===== config.mk =====
export PLATFORM = sky130hd
export DESIGN_NAME = uart_reg_bridge
export DESIGN_NICKNAME = d
export VERILOG_FILES = /design/src/rtl/uart_reg_bridge.sv
export SDC_FILE = /design/constraint.sdc
export NUM_CORES = 1
export LEC_CHECK = 0
export CAP_MARGIN = 30
export CORE_MARGIN = 4
export CORE_UTILIZATION = 50
export CTS_CLUSTER_DIAMETER = 40
export DETAILED_ROUTE_END_ITERATION = 10
export PLACE_DENSITY = 0.79
export RECOVER_POWER = 25
export SLEW_MARGIN = 40
export SYNTH_ARGS = -nofsm -noshare
export SYNTH_HDL_FRONTEND = slang
export SYNTH_SLANG_ARGS = --single-unit

===== constraint.sdc =====
create_clock -name clk -period 4.5 [get_ports clk]
set_input_delay 0.45 -clock clk [delete_from_list [all_inputs] [get_ports clk]]
set_output_delay 0.45 -clock clk [all_outputs]
set_load 0.02 [all_outputs]

===== src/rtl/uart_reg_bridge.sv =====
// uart_reg_bridge: decodes 'W' addr data / 'R' addr frames from a UART byte
// stream into register strobes and returns read data or a write ACK over TX.
module uart_reg_bridge #(
    parameter int unsigned TIMEOUT_CYCLES = 1_000_000,
    parameter bit          ACK_EN         = 1'b1
) (
    input  logic       clk,
    input  logic       rst_n,
    input  logic       rx_valid_i,
    input  logic [7:0] rx_data_i,
    output logic       tx_valid_o,
    output logic [7:0] tx_data_o,
    input  logic       tx_ready_i,
    output logic       reg_wr_o,
    output logic       reg_rd_o,
    output logic [7:0] reg_addr_o,
    output logic [7:0] reg_data_o,
    input  logic [7:0] reg_data_i,
    output logic       frame_err_o,
    output logic       busy_o
);

    localparam int unsigned CNT_W    = $clog2(TIMEOUT_CYCLES + 1);
    localparam logic [7:0]  CMD_WR   = 8'h57;
    localparam logic [7:0]  CMD_RD   = 8'h52;
    localparam logic [7:0]  ACK_BYTE = 8'h06;

    typedef enum logic [2:0] {
        S_IDLE  = 3'd0,
        S_ADDR  = 3'd1,
        S_DATA  = 3'd2,
        S_WRITE = 3'd3,
        S_READ  = 3'd4,
        S_TX    = 3'd5
    } state_e;

    state_e             state_q, state_d;
    logic               op_wr_q, op_wr_d;
    logic [CNT_W-1:0]   cnt_q, cnt_d;
    logic               tx_valid_q, tx_valid_d;
    logic [7:0]         tx_data_q, tx_data_d;
    logic               reg_wr_q, reg_wr_d;
    logic               reg_rd_q, reg_rd_d;
    logic [7:0]         reg_addr_q, reg_addr_d;
    logic [7:0]         reg_data_q, reg_data_d;
    logic               frame_err_q, frame_err_d;
    logic               busy_q, busy_d;

    // Next-state and next-output decode; strobes and error default low each cycle
    always_comb begin
        state_d     = state_q;
        op_wr_d     = op_wr_q;
        cnt_d       = cnt_q;
        tx_valid_d  = tx_valid_q;
        tx_data_d   = tx_data_q;
        reg_wr_d    = 1'b0;
        reg_rd_d    = 1'b0;
        reg_addr_d  = reg_addr_q;
        reg_data_d  = reg_data_q;
        frame_err_d = 1'b0;

        case (state_q)
            S_IDLE: begin
                if (rx_valid_i) begin
                    if (rx_data_i == CMD_WR) begin
                        state_d = S_ADDR;
                        op_wr_d = 1'b1;
                        cnt_d   = '0;
                    end else if (rx_data_i == CMD_RD) begin
                        state_d = S_ADDR;
                        op_wr_d = 1'b0;
                        cnt_d   = '0;
                    end else begin
                        frame_err_d = 1'b1;
                    end
                end
            end
            S_ADDR, S_DATA: begin
                if (rx_valid_i) begin
                    cnt_d = '0;
                    if (state_q == S_DATA) begin
                        reg_data_d = rx_data_i;
                        reg_wr_d   = 1'b1;
                        state_d    = S_WRITE;
                    end else begin
                        reg_addr_d = rx_data_i;
                        if (op_wr_q) begin
                            state_d = S_DATA;
                        end else begin
                            reg_rd_d = 1'b1;
                            state_d  = S_READ;
                        end
                    end
                end else if (cnt_q == CNT_W'(TIMEOUT_CYCLES - 1)) begin
                    // Stalled frame: abandon it and report
                    cnt_d       = '0;
                    frame_err_d = 1'b1;
                    state_d     = S_IDLE;
                end else begin
                    cnt_d = cnt_q + CNT_W'(1);
                end
            end
            S_WRITE: begin
                frame_err_d = rx_valid_i;
                if (ACK_EN) begin
                    tx_valid_d = 1'b1;
                    tx_data_d  = ACK_BYTE;
                    state_d    = S_TX;
                end else begin
                    state_d = S_IDLE;
                end
            end
            S_READ: begin
                frame_err_d = rx_valid_i;
                tx_valid_d  = 1'b1;
                tx_data_d   = reg_data_i;
                state_d     = S_TX;
            end
            S_TX: begin
                frame_err_d = rx_valid_i;
                if (tx_ready_i) begin
                    tx_valid_d = 1'b0;
                    state_d    = S_IDLE;
                end
            end
            default: begin
                state_d    = S_IDLE;
                tx_valid_d = 1'b0;
            end
        endcase

        busy_d = (state_d != S_IDLE);
    end

    // All state and output flops; reset wins over any in-flight frame
    always_ff @(posedge clk) begin
        if (!rst_n) begin
            state_q     <= S_IDLE;
            op_wr_q     <= 1'b0;
            cnt_q       <= '0;
            tx_valid_q  <= 1'b0;
            tx_data_q   <= 8'h00;
            reg_wr_q    <= 1'b0;
            reg_rd_q    <= 1'b0;
            reg_addr_q  <= 8'h00;
            reg_data_q  <= 8'h00;
            frame_err_q <= 1'b0;
            busy_q      <= 1'b0;
        end else begin
            state_q     <= state_d;
            op_wr_q     <= op_wr_d;
            cnt_q       <= cnt_d;
            tx_valid_q  <= tx_valid_d;
            tx_data_q   <= tx_data_d;
            reg_wr_q    <= reg_wr_d;
            reg_rd_q    <= reg_rd_d;
            reg_addr_q  <= reg_addr_d;
            reg_data_q  <= reg_data_d;
            frame_err_q <= frame_err_d;
            busy_q      <= busy_d;
        end
    end

    assign tx_valid_o  = tx_valid_q;
    assign tx_data_o   = tx_data_q;
    assign reg_wr_o    = reg_wr_q;
    assign reg_rd_o    = reg_rd_q;
    assign reg_addr_o  = reg_addr_q;
    assign reg_data_o  = reg_data_q;
    assign frame_err_o = frame_err_q;
    assign busy_o      = busy_q;

endmodule


---- Word-level counts from Yosys, hierarchy flattened ----
Cells that the tools add are included.
word-level totals
  bits in registers ....................... 53
  input port bits ......................... 20
  output and inout bits ................... 29
  logic and storage cells ................. 72
cells by class
  $add $sub $neg .......................... 1
  equal/unequal tests ..................... 11
  muxes and demuxes ....................... 28
  bitwise operators ....................... 5
  reductions and logical operators ........ 16
operators with widths
  operator                 number
  $mux W20                 5
  $pmux W20 S2             1
  $mux W3                  8
  $add A20 B1 Y20 const B  1
  $eq A20 B20 Y1 const B   1
  $eq A8 B7 Y1 const B     2
  $pmux W8 S2              1
  $reduce_and A3 Y1        5
  $pmux W3 S4              1
  $mux W1                  10
  $eq A3 B2 Y1 const B     2
  $eq A3 B3 Y1 const B     2
  $pmux W1 S3              2
  $reduce_bool A2 Y1       3
  $reduce_or A3 Y1         2
  $not A1 Y1               5
  $ne A2 B2 Y1 const B     2
  $reduce_or A2 Y1         2
  $reduce_or A4 Y1         1
  $eq A3 B1 Y1 const B     1
  $logic_not A3 Y1         1
  $ne A3 B3 Y1 const B     1
  $reduce_bool A3 Y1       1
  $reduce_and A2 Y1        1

---- Longest topological paths before layout ----
  word-level depth ........................ 6
  depth in mapped cells ................... 8
  gate-level depth less buffers ........... 6

---- Worst setup path after synthesis ----
OpenSTA, ideal clock, no wires.
  path type ............................... register to register
  start ................................... register cnt_q[0]
  end ..................................... register cnt_q[19]
  setup time .............................. 0.115 ns
  arrival time ............................ 1.687 ns
  required time ........................... 4.385 ns
  slack ................................... 2.699 ns
  stages on the path, launching flop included .. 8
  buffers on the path ..................... 1
  clock period less this slack ............ 1.801 ns
  cell sequence ........................... dfxtp_1 > ha_1 > nand3_4 > o41a_1 > and2_4 > o21ai_4 > buf_6 > nor2_1
between the ends
  word-level cells in the longest chain between the ends .. 4
  elaborated cells on any way between the ends .. 5
  those cells by class .................... add/sub (1); eq/ne (1); mux (3)
ends and longest elaborated chain
  item                                                      line     source
  start: declaration                                        39       logic [CNT_W-1:0] cnt_q, cnt_d;
  start signal: assignment                                  152      cnt_q <= cnt_d;
  $add A20 B1 Y20 / $eq A20 B20 Y1 (equally long branches)  100, 94
  $mux W20 *                                                94       end else if (cnt_q == CNT_W'(TIMEOUT_CYCLES - 1)) begin
  $mux W20 *                                                79       if (rx_valid_i) begin
  $pmux W20 S2 *                                            62       case (state_q)
Mark *: on every way between the ends. The rest lies on a longest branch, timed or not.
A chain may end at the register's enable or synchronous reset.

---- Worst setup path after layout ----
  start ................................... register state_q[1]
  end ..................................... register cnt_q[12]
between the ends
  word-level cells in the longest chain between the ends .. 4
  elaborated cells on any way between the ends .. 9
  those cells by class .................... eq/ne (4); mux (1); reduce/logical (4)
ends and longest elaborated chain
  item                                                 line  source
  start: declaration                                   37    state_e state_q, state_d;
  start signal: assignment                             150   state_q <= state_d;
  $eq A3 B2 Y1 / $eq A3 B1 Y1 (equally long branches)  62
  $reduce_or A2 Y1                                     62
  $reduce_bool A2 Y1 (no line)                         -
  $reduce_and A3 Y1 (no line)                          -
Parallel ways exist; a longest one is shown, timed or not.

==> results.toml <==
[run_status]
outcome = "finished, final reports clean"

[route]
dr_total_vias = 2042
viasPerCell = 5.29
ant_nets = 0
first_pass_iters = 7
drt-initial-drc-count = 112
routedWlPerCell_um = 13.7
drt-total-wl_um = 5290
drc = 0

[cts]
cts-root-buf = "clkbuf_8"
numCtsBuffers = 5
cts_resized = 0
cts_tree = "built"
clk_latency_ns = 0.30
cts.path.max_buffers = 2
holdBufCountCts = 0
cts_num_sinks = 53
path_clk_slew_ns = 0.09
postCtsSetupRepairBufs = 0
h-tree-depth = 2

[floorplan]
die_h_um = 78.2
io_pins = 49
die_w_um = 78.2
core_area_um2 = 4750
die_area_um2 = 6120
start_util_pct = 51.9
rows = 25

[finish]
layout-drive-gt1-share_pct = 7.52
synthToLayoutAreaGrowth_pct = 23.5
final_nets = 339
nFillCells = 428
num_antenna_cells = 0

[yosys]
synth_top_area_share_pct = 43.0
syn_area_per_cell_um2 = 9.00
mappedNetlistArea_um2 = 2470
synthCells = 274
ys_top_cells_by_area = "dfxtp_1 43%, xnor2_1 5.7%, nor2_1 4.7%"
synth_seq_cells = 53
synth_edf_count = 0
synth-async-reset-ratio_pct = 0
yosysWarnings = 0
synth_cell_type_count = 46
synth_nets = 295
seq_area_frac_synth_pct = 43.0
synthFlopType = "dfxtp_1"
synth.largest_area_cell = "dfxtp_1"

[power]
leakagePower_nw = 1.01
clockPowerShare_pct = 32.8
p_comb_share_pct = 5.9
p_int_uw = 605
swShare_pct = 21.2
finalPower_uw = 768
powerDensity_nw_per_um2 = 252
power_frac_seq_pct = 61.3
p_switching_uw = 163
peakVddDrop_uv = 174

[worst_setup_path]
critPathMaxStageDelay_ns = 0.80
cp-start-kind = "flip-flop"
crit_chain = "nor2_1, nor3_4, a31oi_4, nor3_1, a21bo_2, a21oi_2"
crit_family = "simple AND/OR/NAND/NOR gates"
endpoint_kind = "flip-flop"
slowest_stage = "nor2_1"
cp.required_ns = 4.73
critPathKind = "reg2reg"
crit_buf_inv = 0
path_max_fanout = 21
arrival_ns = 2.72

[timing]
tightest_slew_ns = 0.949
layout_min_cycle_time_ns = 2.49
maxSlewHeadroom_pct = 36.5
fmax_ghz = 0.402
finalSetupTns_ns = 0
setup-violations-final = 0
fin_worst_skew_ns = 0.00524
slew_viol_final = 0
rsz0062_at_grt = "false"
fin_crit_sh_pct = 55.3
finalHoldViolCount = 0

[place]
dp_hpwl_um = 3720
place_congestion = 0.783
io_buffers = 48

[global_routing]
grt.total_usage_pct = 19.0
grt_pass1_wl_um = 9380
grt_pass1_vias = 2083
antenna_found_initial = 0
grt_max_degree = 24
grt_overflow = 0

[worst_hold_path]
holdCritPathClass = "reg2reg"

[job]
maxCapViolCount = 0
-- metrics by stage --
step	instance area (um^2)	instances	setup WS [ns]	hold slack [ns]	utilization, %
finish	3050	386	2.01	0.468	64.1
global route	3050	386	1.83	0.488	64.1
CTS	3050	386	2.25	0.477	64.2
detailed placement	2970	378	1.91	0.462	62.5
global placement	2960	378	1.97	0.447	62.3
floorplan	2470	274	2.70	0.470	-
-- state kept, by name, indices dropped and copies added (netlist names) --
register	flops
frame_err_o	1
reg_rd_o	1
reg_addr_o	8
reg_wr_o	1
op_wr_q	1
busy_o	1
tx_data_o	8
reg_data_o	8
state_q	3
tx_valid_o	1
cnt_q	20
-- cell usage after synthesis, types with 2 or more instances --
library cell  number
nor2_1            31
xnor2_1           16
dfxtp_1           53
nand2_1           28
nor3_1             7
mux2i_1            9
a21oi_1            9
and3_1             4
nor2b_1           12
xor2_1             3
a31oi_1            2
nand4_1            3
a21boi_0          11
and2_4             2
and2_1             3
buf_6              4
o221ai_1           7
nor3b_1            5
nand4b_1           3
nor4_1             7
inv_1              3
nand2b_1           3
o21ai_0           11
clkbuf_1           7
nor2_2             7
nand3_1            4
-- worst paths after layout --
path | startpoint | end | slack (ns) | cells after the start
setup reg to reg | state_q[1]$_SDFF_PN0_ | cnt_q[12]$_SDFFE_PN0P_ | 2.01 | 6
setup / recovery | state_q[1]$_SDFF_PN0_ | cnt_q[12]$_SDFFE_PN0P_ | 2.01 | 6
hold / removal | reg_addr_o[1]$_SDFFE_PN0P_ | reg_addr_o[1]$_SDFFE_PN0P_ | 0.47 | 2
hold reg to reg | reg_addr_o[1]$_SDFFE_PN0P_ | reg_addr_o[1]$_SDFFE_PN0P_ | 0.47 | 2
-- cells in the final DEF, fill, tap and decap left out, types with 3 or more instances in the layout --
| cell | Yosys | routed |
|---|---|---|
| a21oi_1 | 9 | 9 |
| nor2_2 | 7 | 7 |
| o221ai_1 | 7 | 7 |
| o21ai_0 | 11 | 11 |
| clkdlybuf4s50_1 | 0 | 31 |
| clkbuf_1 | 7 | 3 |
| nor2b_1 | 12 | 12 |
| nand4_1 | 3 | 3 |
| dlygate4sd3_1 | 0 | 17 |
| nand2b_1 | 3 | 3 |
| a21boi_0 | 11 | 11 |
| mux2i_1 | 9 | 9 |
| inv_1 | 3 | 3 |
| nor3_1 | 7 | 6 |
| nand3_1 | 4 | 4 |
| xor2_1 | 3 | 3 |
| clkbuf_8 | 0 | 5 |
| xnor2_1 | 16 | 16 |
| nand2_1 | 28 | 28 |
| nor4_1 | 7 | 7 |
| nand4b_1 | 3 | 3 |
| and3_1 | 4 | 4 |
| nor3b_1 | 5 | 5 |
| dfxtp_1 | 53 | 53 |
| nor2_1 | 31 | 31 |
-- worst reg2reg max path, stage by stage (launching register included) --
cell and delay (ns):
dfxtp_1 0.47, nor2_1 0.80, nor3_4 0.10, a31oi_4 0.56
nor3_1 0.18, a21bo_2 0.23, a21oi_2 0.10
-- kinds of logic (layout without fill, tap and decap cells) --
logic type               count (synthesis)  in the layout  synth area share, %
AO/OA/AOI/OAI                           49             49                 14.4
XOR/XNOR                                19             19                 6.74
adder cells (fa/ha/maj)                  1              1                0.507
buffers and inverters                   15             60                 3.55
flip-flops                              53             53                 43.0
multiplexers                             9              9                 3.65
AND/OR/NAND/NOR                        128            128                 28.2
-- power groups by stage --
stage	Combinational, mW	Sequential (mW)	Clock [mW]
final	0.0451	0.471	0.252
after global routing	0.0488	0.471	0.284
after CTS	0.0455	0.471	0.265
after detailed placement	0.0454	0.482	0
after global placement	0.0449	0.482	0
after floorplan	0.0200	0.483	0
-- layer usage --
metal / GRT usage [%] / up-vias / wire length (um)
li1: - / 1043 / -
met1: 23.5 / 937 / 2400
met2: 30.3 / 52 / 2490
met3: 6.77 / 10 / 301
met4: 7.17 / 0 / 101
met5: 0 / - / 0
-- layout make-up --
type	instances	area (um^2)	area share, %
clock buffers	8	80.1	2.63
inverters	3	11.3	0.369
multi-input cells	206	1320	43.4
flip-flops and latches	53	1060	34.8
well taps	67	83.8	2.75
repair buffers	49	488	16.0
Power figures use the tool's default switching activity.
